$ cat src/rtl/sadd_pkg.sv
// Shared definitions for the bit-serial adder receive path:
// FSM state encoding, default operand width and counter sizing.
package sadd_pkg;

    // Default operand/sum width in bits (also bits per frame).
    localparam int SADD_WIDTH = 8;

    // Bit counter width: must hold values 0..WIDTH-1 with headroom.
    function automatic int sadd_cnt_w(input int width);
        return $clog2(width) + 1;
    endfunction

    localparam int SADD_CNT_W = sadd_cnt_w(SADD_WIDTH);

    // Frame sequencing states.
    typedef enum logic [1:0] {
        IDLE  = 2'd0,
        SHIFT = 2'd1,
        DONE  = 2'd2
    } sadd_state_e;

endpackage

$ cat src/rtl/sadd_fa_bit.sv
// Single-bit combinational full adder used as the serial adder's ALU.
module sadd_fa_bit (
    input  logic a,
    input  logic b,
    input  logic cin,
    output logic s,
    output logic cout
);

    assign s    = a ^ b ^ cin;
    assign cout = (a & b) | (a & cin) | (b & cin);

endmodule

$ cat src/rtl/sadd_serial_rx.sv
// Receive end of the bit-serial operand link. Two LSB-first operand streams
// are added one bit per qualified edge; the completed sum is presented on
// pout with a one-cycle valid pulse.
//
// Optional feature macro: SADD_SUB_EN
//   defined   -> port 'sub' exists; sub=1 at start computes A-B
//                (B inverted, carry-in 1, cout=1 means no borrow).
//   undefined -> addition only, carry-in always 0.
//
// Handshake: start is accepted only in IDLE (busy=0, valid=0); bit 0 is
// sampled on that edge. Bits 1..WIDTH-1 are sampled on edges with enable=1.
// valid is a single-cycle pulse after the edge sampling bit WIDTH-1; pout and
// cout hold until the next completion. There is no backpressure.
module sadd_serial_rx
    import sadd_pkg::*;
#(
    parameter int WIDTH = SADD_WIDTH
) (
    input  logic             clk,
    input  logic             rst,
    input  logic             start,
    input  logic             enable,
    input  logic             sin_a,
    input  logic             sin_b,
`ifdef SADD_SUB_EN
    input  logic             sub,
`endif
    output logic [WIDTH-1:0] pout,
    output logic             cout,
    output logic             valid,
    output logic             busy
);

    localparam int            CW   = sadd_cnt_w(WIDTH);
    localparam logic [CW-1:0] LAST = CW'(WIDTH - 1);

    sadd_state_e      state_q;
    sadd_state_e      state_d;
    logic [CW-1:0]    cnt_q;
    logic             carry_q;
    // Holds the upper WIDTH-1 bits of the partial sum; the newest bit comes
    // straight from the adder, so the full WIDTH-bit shadow is {fa_s, shadow_q}.
    logic [WIDTH-2:0] shadow_q;
    logic [WIDTH-1:0] shadow_full;

    logic accept;
    logic shift_en;
    logic last_bit;
    logic take_bit;
    logic fa_b;
    logic fa_cin;
    logic fa_s;
    logic fa_cout;

`ifdef SADD_SUB_EN
    logic sub_q;
    logic inv_b;
    // Operation is latched at start; the live port only matters on that edge.
    assign inv_b  = accept ? sub : sub_q;
    assign fa_b   = sin_b ^ inv_b;
    assign fa_cin = accept ? sub : carry_q;
`else
    assign fa_b   = sin_b;
    assign fa_cin = accept ? 1'b0 : carry_q;
`endif

    assign take_bit    = accept | shift_en;
    assign shadow_full = {fa_s, shadow_q};

    sadd_fa_bit u_fa (
        .a    (sin_a),
        .b    (fa_b),
        .cin  (fa_cin),
        .s    (fa_s),
        .cout (fa_cout)
    );

    // State register.
    always_ff @(posedge clk or posedge rst) begin
        if (rst) begin
            state_q <= IDLE;
        end else begin
            state_q <= state_d;
        end
    end

    // Next-state decode and status outputs.
    always_comb begin
        state_d  = state_q;
        accept   = 1'b0;
        shift_en = 1'b0;
        last_bit = 1'b0;
        valid    = 1'b0;
        busy     = 1'b0;
        case (state_q)
            IDLE: begin
                accept = start;
                if (start) begin
                    state_d = SHIFT;
                end
            end
            SHIFT: begin
                busy     = 1'b1;
                shift_en = enable;
                last_bit = enable && (cnt_q == LAST);
                if (last_bit) begin
                    state_d = DONE;
                end
            end
            DONE: begin
                valid   = 1'b1;
                state_d = IDLE;
            end
            default: begin
                state_d = IDLE;
            end
        endcase
    end

    // Bit counter, carry flop, shadow shift and result capture.
    always_ff @(posedge clk or posedge rst) begin
        if (rst) begin
            cnt_q    <= '0;
            carry_q  <= 1'b0;
            shadow_q <= '0;
            pout     <= '0;
            cout     <= 1'b0;
`ifdef SADD_SUB_EN
            sub_q    <= 1'b0;
`endif
        end else if (take_bit) begin
            carry_q  <= fa_cout;
            shadow_q <= shadow_full[WIDTH-1:1];
            if (accept) begin
                cnt_q <= CW'(1);
`ifdef SADD_SUB_EN
                sub_q <= sub;
`endif
            end else if (last_bit) begin
                cnt_q <= '0;
                pout  <= shadow_full;
                cout  <= fa_cout;
            end else begin
                cnt_q <= cnt_q + CW'(1);
            end
        end
    end

endmodule

$ cat config.mk
export PLATFORM = sky130hd
export DESIGN_NAME = sadd_serial_rx
export DESIGN_NICKNAME = d
export VERILOG_FILES = /design/src/rtl/sadd_pkg.sv /design/src/rtl/sadd_fa_bit.sv /design/src/rtl/sadd_serial_rx.sv
export SDC_FILE = /design/constraint.sdc
export NUM_CORES = 1
export LEC_CHECK = 0
export CAP_MARGIN = 20
export CORE_AREA = 2 2 46 48
export CTS_CLUSTER_DIAMETER = 80
export DETAILED_ROUTE_END_ITERATION = 8
export DIE_AREA = 0 0 48 50
export GPL_ROUTABILITY_DRIVEN = 0
export PLACE_DENSITY = 0.87
export SLEW_MARGIN = 20
export SYNTH_ARGS = -nofsm -noshare
export SYNTH_HDL_FRONTEND = slang
export SYNTH_SLANG_ARGS = --single-unit
export TNS_END_PERCENT = 5
$ cat constraint.sdc
create_clock -name clk -period 5.1 [get_ports clk]
set_clock_uncertainty 0.15 [all_clocks]
set_input_delay 1.02 -clock clk [delete_from_list [all_inputs] [get_ports clk]]
set_output_delay 1.02 -clock clk [all_outputs]
set_load 0.02 [all_outputs]
==> results.md <==
* Status: finished, final reports clean
* CP startpoint: state_q[1]$_DFFE_PP0P_
* PwrDens at around 560 mW/mm2
* TritonRoute pass-1 iters at 4
* Critical path, cell by cell: nand2b_1, inv_1, clkdlybuf4s50_1
* DR WL/cell at between 10 and 15 um
* Asr flop ratio synth at 100%
* Area growth from synthesis to layout at 20.6%
* DRC at 0
* CP max stage cell: clkdlybuf4s50_1
* RSZ-0062 raised after global routing: no
* Peak supply drop at roughly 0.00032 V
* Top cells by area, synth: dfrtp_1 58%, mux2_2 15%, o31ai_1 4.5%
* CP arrival at roughly 1.9 ns
* FF-to-FF path depth at 4
* Most frequent cell after synthesis: dfrtp_1
* Leakage at 0.530 nW
* Ratio of cells with drive above 1 in the final layout at 22.3%
* Worst-Skew Late Latency at a little over 0.3 ns
* Top cell family by delay on the critical path: buffers and inverters
* Worst-path fanout max at 12
* FP Rows at 16
* Synth area leader: dfrtp_1
* Top FF cell, synth: dfrtp_1
* Final Util at 63.3%
* Largest net degree at the start of global routing at 24
* Post-synthesis sequential area ratio at slightly below 60%
* Worst R2R Start: state_q[1]$_DFFE_PP0P_
* Antenna violation net count after detailed routing at 0
* Core area at 0.00190 mm2
* CTS Buffer Depth at 2
* Starting Density at roughly 53%
* Final hold viol count at 0
* Die Y at 50 um
* Vias in the first global route at roughly 650
* Die Area at ~0.0024 mm2
* Highest clock rate at 332 MHz
* Gate power share at about two fifths
* Post-CTS Hold Fix Bufs at 0
* Post-synth top area share at about 58%
* Antenna violations before repair at 0
* Mapped Nets at between 80 and 90
* Endpoint class of the critical path: output pin
* Crit path capture: busy
* Clock tree from TritonCTS: built
* Unique masters post-synth at 24
* Switch share at roughly 36%
* Max-slew headroom at the worst pin at 43.0%
* Net Switching at around 0.24 mW
* H-tree lvl count at 1
* Mapped Area at 998 um2
* Gr usage total at between 10% and 20%
* IO buf count at 16
* Startpoint Class: flop
* Fin crit period at between 3 and 4 ns
* Post CTS Setup Buffer Count at 0
* ANT cells at 0
* Slew Limit Fails at 0
* # IOs at 17
* Commonest cells post-synth: 23 x dfrtp_1, 13 x mux2_2, 6 x o21ai_0, 6 x o31ai_1, 4 x inv_1
* Crit path kind: flop to output pin
* Sequential Power Share at 46.7%
* Setup_tns at 0 ns
* Starting DRT DRC Count at 9
* Final HPWL DP at approximately 1.2 mm
* Post-Synthesis Cells at 76
* Reg-to-reg endpoint: shadow_q[6]$_DFFE_PP0P_
* Grt ovf at 0
* CTS buffer count at 3
* Clk pwr share at 13.0%
* Slew @ Worst Pin at between 0.8 and 0.9 ns
* CP required at 3.93 ns
* DRT Wirelength at ~1.7 mm
* Final worst-path cycle share at between 50% and 60%
* Via density at around 5.3
* Syn_area_per_cell at 13.1 um2
* Max-capacitance violation count at 0
* Post-CTS sizing at 0
* Ys Warns at 0
* Die W at between 40 and 50 um
* CP peak stage delay at 0.60 ns
* Min-delay src: pout[4]$_DFFE_PP0P_
* First-pass GRT wire length at between 2 and 3 mm
* Setup Viol. Count Final at 0
* Cell count along the critical path at 3
* Root Buffer: clkbuf_4
* Non-filler cells, final at approximately 120
* Clock transition at the registers of the reported paths at roughly 0.13 ns
* Final #Nets at approximately 100
* Number of buffers and inverters on the critical path at 2
* CTS Sinks at 23
* Number of synthesized register bits at 23
* Post-synth EDFFs at 0
* Cell Int Power at 0.430 mW
* Reg2reg setup slack at slightly above 3 ns
* DP Cell Count at ~120
* Number of vias in the routed layout at between 600 and 700
* Worst hold path class: flop to flop
[power by group through the flow]
| stage | Clock (mW) | Combinational (mW) | Sequential (mW) |
|---|---|---|---|
| finish | 0.0866 | 0.269 | 0.312 |
| global route | 0.0943 | 0.296 | 0.325 |
| CTS | 0.0861 | 0.274 | 0.314 |
| detailed placement | 0 | 0.271 | 0.319 |
| global placement | 0 | 0.263 | 0.313 |
| floorplan | 0 | 0.154 | 0.337 |
[sequential cells by signal, summed over array words and instances (netlist names)]
| name | count |
|---|---|
| cout | 1 |
| state_q | 2 |
| shadow_q | 7 |
| pout | 8 |
| carry_q | 1 |
| cnt_q | 4 |
[cell type report]
type | count | area [um2]
clock buffers | 3 | 22.5
clock inverters | 1 | 5.00
fillers | 148 | 698
inverters | 4 | 15.0
multi-input cells | 47 | 392
flip-flops and latches | 23 | 576
well taps | 27 | 33.8
repair buffers | 16 | 160
[cells by family after synthesis]
family	Yosys count	share of synthesized area, %
simple gates	15	9.53
mux	15	16.7
compound gates	15	9.77
buf+inv	6	3.13
flops	23	57.6
fa+ha+maj	2	3.26
[how the worst min path moves through the flow]
stage,endpoint,cells after the start
after global routing,pout[1]$_DFFE_PP0P_,1
after detailed placement,pout[0]$_DFFE_PP0P_,1
after CTS,pout[4]$_DFFE_PP0P_,1
after global placement,pout[5]$_DFFE_PP0P_,1
final,pout[4]$_DFFE_PP0P_,1
after floorplan,shadow_q[0]$_DFFE_PP0P_,1
[per-stage QoR]
| stage | hold slack, ns | power, mW | cell area, um2 | setup slack, ns |
|---|---|---|---|---|
| after floorplan | 0.325 | 0.490 | 998 | 2.68 |
| after global placement | 0.343 | 0.576 | 1180 | 2.14 |
| after detailed placement | 0.347 | 0.590 | 1180 | 2.09 |
| after CTS | 0.378 | 0.674 | 1200 | 2.06 |
| after global routing | 0.393 | 0.715 | 1200 | 1.95 |
| final | 0.372 | 0.668 | 1200 | 2.08 |
[placed cells by master (no fill, tap or decap), drive strengths merged]
cell type      count
clkbuf             3
nand3b             1
nand4b             1
o21ai              6
nand2              2
nor3b              2
ha                 1
a21oi              2
nand2b             1
clkinv             1
or4                1
or3b               1
or3                1
inv                4
dfrtp             23
and2b              1
nand3              1
fa                 1
clkdlybuf4s50     16
a211oi             1
mux2i              2
nor2               3
o31ai              6
mux2              13
[layer usage]
layer / vias up / track usage, % / wire length [um] / part of all wire [%]
met3: 4 / 4.40 / 59 / 3.6
met1: 314 / 22.3 / 763 / 46
met4: 0 / 6.76 / 21 / 1.3
met2: 13 / 25.3 / 810 / 49
met5: - / 0 / 0 / 0
li1: 311 / - / - / -
No activity file was read; power rests on OpenSTA's default activity.
